==> config.mk <==
export PLATFORM = sky130hd
export DESIGN_NAME = ntt_core_wmm_clbu_pp_tag_cnt
export DESIGN_NICKNAME = d
export VERILOG_FILES = /design/src/rtl/ntt_core_wmm_clbu_pp_tag_pkg.sv /design/src/rtl/ntt_core_wmm_clbu_pp_tag_cnt.sv
export SDC_FILE = /design/constraint.sdc
export NUM_CORES = 1
export LEC_CHECK = 0
export CAP_MARGIN = 30
export CORE_UTILIZATION = 50
export DETAILED_ROUTE_END_ITERATION = 8
export GPL_TIMING_DRIVEN = 1
export PLACE_DENSITY = 0.8
export SYNTH_ARGS = -nofsm -noshare
export SYNTH_HDL_FRONTEND = slang
export SYNTH_SLANG_ARGS = --single-unit
==> constraint.sdc <==
create_clock -name clk -period 2.3 [get_ports clk]
set_input_delay 0.23 -clock clk [delete_from_list [all_inputs] [get_ports clk]]
set_output_delay 0.23 -clock clk [all_outputs]
set_load 0.005 [all_outputs]
==> src/rtl/ntt_core_wmm_clbu_pp_tag_pkg.sv <==
// Shared definitions for the CLBU+PP tagged-data generator/checker: lane
// field packing helpers, generator states and checker error codes.
package ntt_core_wmm_clbu_pp_tag_pkg;

    // Helpers work on a generous fixed width; callers truncate to their OP_W.
    localparam int LANE_MAX_W = 256;

    typedef logic [LANE_MAX_W-1:0] lane_t;

    typedef enum logic [1:0] {
        GEN_IDLE,
        GEN_RUN,
        GEN_DONE
    } gen_state_e;

    localparam logic [1:0] ERR_NONE = 2'd0;
    localparam logic [1:0] ERR_TAG  = 2'd1;
    localparam logic [1:0] ERR_VAL  = 2'd2;
    localparam logic [1:0] ERR_LANE = 2'd3;

    function automatic lane_t fld_mask(input int w);
        return (lane_t'(1) << w) - lane_t'(1);
    endfunction

    // Layout MSB->LSB: val, batch_id, pbs_id, stg_iter. val is left unmasked:
    // truncating the result to OP_W reduces it modulo 2**VAL_W.
    function automatic lane_t pack_lane(input lane_t val, input lane_t b,
                                        input lane_t p, input lane_t s,
                                        input int bw, input int pw, input int sw);
        return (val << (bw + pw + sw))
             | ((b & fld_mask(bw)) << (pw + sw))
             | ((p & fld_mask(pw)) << sw)
             | (s & fld_mask(sw));
    endfunction

    function automatic lane_t unpack_field(input lane_t lane, input int lsb, input int w);
        return (lane >> lsb) & fld_mask(w);
    endfunction

endpackage

==> src/rtl/ntt_core_wmm_clbu_pp_tag_cnt.sv <==
// Nested batch / stage-iteration / pbs counter plus flat word index; one copy
// sequences the generator, another tracks what the checker expects next.
module ntt_core_wmm_clbu_pp_tag_cnt
    import ntt_core_wmm_clbu_pp_tag_pkg::*;
#(
    parameter int BATCH_NB_W  = 16,
    parameter int PBS_ID_W    = 4,
    parameter int STG_ITER_W  = 5,
    parameter int STG_ITER_NB = 16
) (
    input  logic                  clk,
    input  logic                  s_rst,
    input  logic                  clr,
    input  logic                  adv,
    input  logic [PBS_ID_W:0]     pbs_nb,
    output logic [BATCH_NB_W-1:0] b,
    output logic [STG_ITER_W-1:0] s,
    output logic [PBS_ID_W-1:0]   p,
    output logic [31:0]           w
);

    localparam logic [STG_ITER_W-1:0] S_LAST = STG_ITER_W'(STG_ITER_NB - 1);

    logic p_last;
    logic s_last;

    assign p_last = ({1'b0, p} == pbs_nb - 1'b1);
    assign s_last = (s == S_LAST);

    // NOTE: reset is synchronous, so it sits inside the clocked block and
    // simply takes priority over every other update.
    always_ff @(posedge clk) begin
        if (s_rst || clr) begin
            b <= '0;
            s <= '0;
            p <= '0;
            w <= '0;
        end else if (adv) begin
            // NOTE: non-blocking assignments keep all counter digits reading
            // the pre-edge values, so the carry chain below is order-free.
            w <= w + 32'd1;
            if (p_last) begin
                p <= '0;
                if (s_last) begin
                    s <= '0;
                    b <= b + 1'b1;
                end else begin
                    s <= s + 1'b1;
                end
            end else begin
                p <= p + 1'b1;
            end
        end
    end

endmodule

======== Word level (Yosys, flattened, before mapping) ========
Index checks and enable logic that the tools add are counted.
storage, ports and cells
  bits of input ports ..................... 9
  register bits after elaboration ......... 57
  word-level logic and storage cells ...... 16
operators by class
  reductions and logical operators ........ 3
  add/subtract/negate cells ............... 5
  multiplexer cells ....................... 2
  eq/ne operators ......................... 2
operator list
  kind                     number
  $add A32 B1 Y32 const B  1
  $add A16 B1 Y16 const B  1
  $add A5 B1 Y5 const B    1
  $eq A4 B5 Y1             1
  $eq A5 B4 Y1 const B     1
  $mux W5                  1
  $sub A5 B1 Y5 const B    1
  $add A4 B1 Y4 const B    1
  $mux W4                  1
  $reduce_and A3 Y1        1
  $reduce_and A2 Y1        1
  $logic_or A1 B1 Y1       1

======== Depth between registers and ports, before layout ========
  depth in word-level cells ............... 3
  depth in mapped cells ................... 9

======== Worst setup path after synthesis ========
OpenSTA, ideal clock, no wires.
  path type ............................... reg2reg
  start ................................... register s[0]
  end ..................................... register b[14]
  arrival time ............................ 1.812 ns
  cell stages (with the launch flop) ...... 7
  setup time .............................. 0.070 ns
  data required time ...................... 2.230 ns
  slack ................................... 0.417 ns
  path through ............................ dfxtp_1 ha_1 nand4_2 nor4_4 nand4_1 or4_1 a21oi_1
on the way
  cells in the longest elaborated chain, start to end .. 2
ends and longest elaborated chain
  item                         line                                text
  start: declaration           ntt_core_wmm_clbu_pp_tag_cnt.sv:17  output logic [STG_ITER_W-1:0] s,
  start signal: assignment     ntt_core_wmm_clbu_pp_tag_cnt.sv:48  s <= s + 1'b1;
  $eq A5 B4 Y1                 ntt_core_wmm_clbu_pp_tag_cnt.sv:28  assign s_last = (s == S_LAST);
  $reduce_and A3 Y1 (no line)  -
  end signal: assignment       ntt_core_wmm_clbu_pp_tag_cnt.sv:46  b <= b + 1'b1;
  end: declaration             ntt_core_wmm_clbu_pp_tag_cnt.sv:16  output logic [BATCH_NB_W-1:0] b,
No other way between the ends.
A chain may end at the register's enable or synchronous reset.

======== Worst setup path after layout ========
  start ................................... input port pbs_nb[0]
  end ..................................... register b[13]
on the way
  cells in the longest elaborated chain, start to end .. 3
ends and longest elaborated chain
  item                         line                                text
  start: declaration           ntt_core_wmm_clbu_pp_tag_cnt.sv:15  input logic [PBS_ID_W:0] pbs_nb,
  $sub A5 B1 Y5                ntt_core_wmm_clbu_pp_tag_cnt.sv:27  assign p_last = ({1'b0, p} == pbs_nb - 1'b1);
  $eq A4 B5 Y1                 ntt_core_wmm_clbu_pp_tag_cnt.sv:27
  $reduce_and A3 Y1 (no line)  -
No other way between the ends.

==> results.yml <==
layout:
  syn_to_final_growth_pct: 35.3
  post-route-util_pct: 70.2
  num-nets-final: 411
  n_fill_cell: 441
  layout-drive-gt1-share_pct: 10.7
  n_antenna_cell: 0
outcome:
  run_status: "finished clean"
synthesis:
  netlist_instances: 324
  ys_warn_count: 0
  synthTopCellsByArea: "dfxtp_1 40%, xor2_1 8.3%, nor2_1 4.6%"
  synthesis.nets: 338
  synth_flop_cell: "dfxtp_1"
  yosys.cell_types.count: 41
  synth.avg_cell_area_um2: 8.76
  yosysSeqAreaShare_pct: 40.2
  synth_top_area_share_pct: 40.2
  ys_ff_latch: 57
  synth_async_sr_flop_share_pct: 0
  synth_area_um2: 2840
  synth_edf_count: 0
  synth_top_area_cell: "dfxtp_1"
setup_path:
  critPathLaunchType: "input pin"
  crit_fanout: 27
  critical_path_arrival_ns: 2.38
  cp.required_ns: 2.58
  slowest_stage: "or4_1"
  crit_type: "input pin to flop"
  cpPeakStageDelay_ns: 0.51
  crit_family: "buffers and inverters"
  crit_chain: "clkdlybuf4s50_1 -> inv_1 -> ha_1 -> xnor2_1 -> nor2_1 -> o311ai_4 -> buf_12 -> or4_1 -> a21oi_1"
  cp.buffers_inverters: 3
  crit_path_end_kind: "flop"
routing:
  drcViolationCount: 0
  antenna_violating_nets_post_route: 0
  first_iter_violations: 137
  wl_per_cell_um: 14.2
  avgViaCountPerCell: 5.64
  dr.pass1.iters: 4
  finalWirelength_um: 6740
  vias: 2674
sta:
  rsz0062_at_grt: "false"
  period_needed_ns: 2.11
  max_slew.worst_pin.slew_ns: 0.558
  setup_ws_ns: 0.195
  finalMaxSlewViolations: 0
  setup_viol: 0
  slew_headroom_pct: 62.8
  post-route-period-util_pct: 91.5
  clock_skew_ns: 0.00673
  fmax_ghz: 0.475
  final-hold-violation-count: 0
clock_tree:
  cts-hold-fix-buffers: 0
  cts_setup_buffers: 0
  root_buffer: "clkbuf_8"
  clock-sinks: 57
  clk_pin_slew_ns: 0.07
  cts_buffers: 9
  cts_max_level: 3
  postCtsResizedCells: 0
  clock_latency_ns: 0.35
  cts_tree: "yes"
  cts_buffer_depth: 2
pwr:
  p_switching_w: 0.000474
  p_seq_share_pct: 47.0
  p_int_w: 0.00164
  combinationalPowerShare_pct: 4.6
  power.density_nw_per_um2: 550
  pwr-share-clk_pct: 48.4
  peakVddDrop_mv: 0.512
  power_leakage_nw: 1.32
  swShare_pct: 22.4
floorplan:
  die_y_um: 77.3
  io-pin-count: 66
  fp.dieW_um: 77.3
  start_util_pct: 51.9
  fp.coreArea_um2: 5470
  rows: 27
  die_area_um2: 5980
global_routing:
  grt_pass1_wl_um: 11300
  gr-usage-all-layers_pct: 23.8
  antenna_found_initial: 0
  grt_start_max_net_pins: 31
  grt_overflow_total: 0
  grt_pass1_vias: 2494
place:
  io_buffers: 65
  gp_congestion: 0.755
  hpwl_um: 4690
  place_ws_ns: -0.169
min_path:
  hold_class: "flop to flop"
job:
  max-cap-violations: 0
==> state kept, by name (all words and copies together), names as in the netlist <==
signal and cells:
w 32, b 16, s 5, p 4
==> worst paths after layout <==
path | from | endpoint | slack, ns | depth (start not counted)
worst max-delay path | pbs_nb[0] | b[13] | 0.19 | 9
worst min-delay path | b[9] | b[9] | 0.50 | 2
worst max register to register | s[0] | b[14] | 0.23 | 6
worst min register to register | b[9] | b[9] | 0.50 | 2
==> routing by layer <==
layer	up-vias	global-route usage (%)	wire length, um
met4	0	6.79	65
met3	9	6.82	304
met5	-	0	0
met1	1276	28.3	3030
met2	64	41.5	3330
li1	1325	-	-
==> power groups by stage <==
stage | combinational, W | clock [W] | sequential [W]
6_report | 0.0000967 | 0.00102 | 0.000993
5_1_grt | 0.000105 | 0.00108 | 0.000993
4_1_cts | 0.0000976 | 0.00103 | 0.000993
3_5_place_dp | 0.0000971 | 0 | 0.00102
3_3_place_gp | 0.0000947 | 0 | 0.00102
2_1_floorplan | 0.0000519 | 0 | 0.00102
==> synth_stat cells (all sizes together), types with 9 or more instances <==
master  number
xor2        27
nand4       21
nor2        35
buf         11
a21oi       17
nand3       15
dfxtp       57
o21ai        9
and4         9
clkbuf       9
nand2       28
or4         16
o31ai       11
==> worst reg2reg max path: stages, from the launching register on <==
cell	delay (ns)
dfxtp_1	0.40
ha_1	0.21
nand4_2	0.17
nor4_4	0.41
nand4_1	0.21
or4_1	0.45
a21oi_1	0.16
==> placed cells by master, fill, tap and decap left out, drive strengths merged <==
cell type,netlist,final
a31oi,2,2
and4,9,9
buf,11,17
nand3,15,15
nor3,3,3
bufinv,0,2
and2,7,7
dfxtp,57,57
o211ai,6,6
clkinv,0,3
xor2,27,27
o31ai,11,11
mux2i,1,1
nand3b,3,3
o21ai,9,9
o31a,1,1
and3,5,5
nor4b,1,1
nand4b,2,2
clkbuf,9,10
nor4,2,2
a21oi,17,17
ha,5,5
nor2,35,35
o21a,1,1
clkinvlp,0,1
o311ai,1,1
or3,6,6
nand2,28,28
or4,16,16
clkdlybuf4s50,0,65
xnor2,5,5
o211a,1,1
or2,3,3
nand4,21,21
inv,4,4
==> layout make-up <==
cell class | instances | area (um^2) | share of cell area (%)
flip-flops and latches | 57 | 1140 | 29.7
repair buffers | 82 | 803 | 20.9
clock inverters | 6 | 82.6 | 2.15
inverters | 4 | 15.0 | 0.391
multi-input cells | 243 | 1580 | 41.2
well taps | 72 | 90.1 | 2.35
clock buffers | 10 | 128 | 3.32
==> stage by stage <==
stage	hold WS [ns]	area (um^2)	instances	power (W)	TNS, ns
3_3_place_gp	0.481	3630	458	0.00111	-0.791
4_1_cts	0.502	3840	474	0.00213	0
6_report	0.500	3840	474	0.00211	0
3_5_place_dp	0.490	3630	458	0.00111	-1.80
5_1_grt	0.533	3840	474	0.00218	0
2_1_floorplan	0.433	2840	324	0.00107	0
==> kinds of logic after synthesis <==
family | after synthesis | share of synthesized area [%]
xor gates and xnor gates | 32 | 10.1
and+or+nand+nor | 156 | 31.5
adders and majority gates | 5 | 2.20
buffers and inverters | 24 | 4.10
muxes | 1 | 0.353
AOI/OAI and AO/OA | 49 | 11.5
DFF | 57 | 40.2
Note: power is estimated with default switching activity, not from simulation.
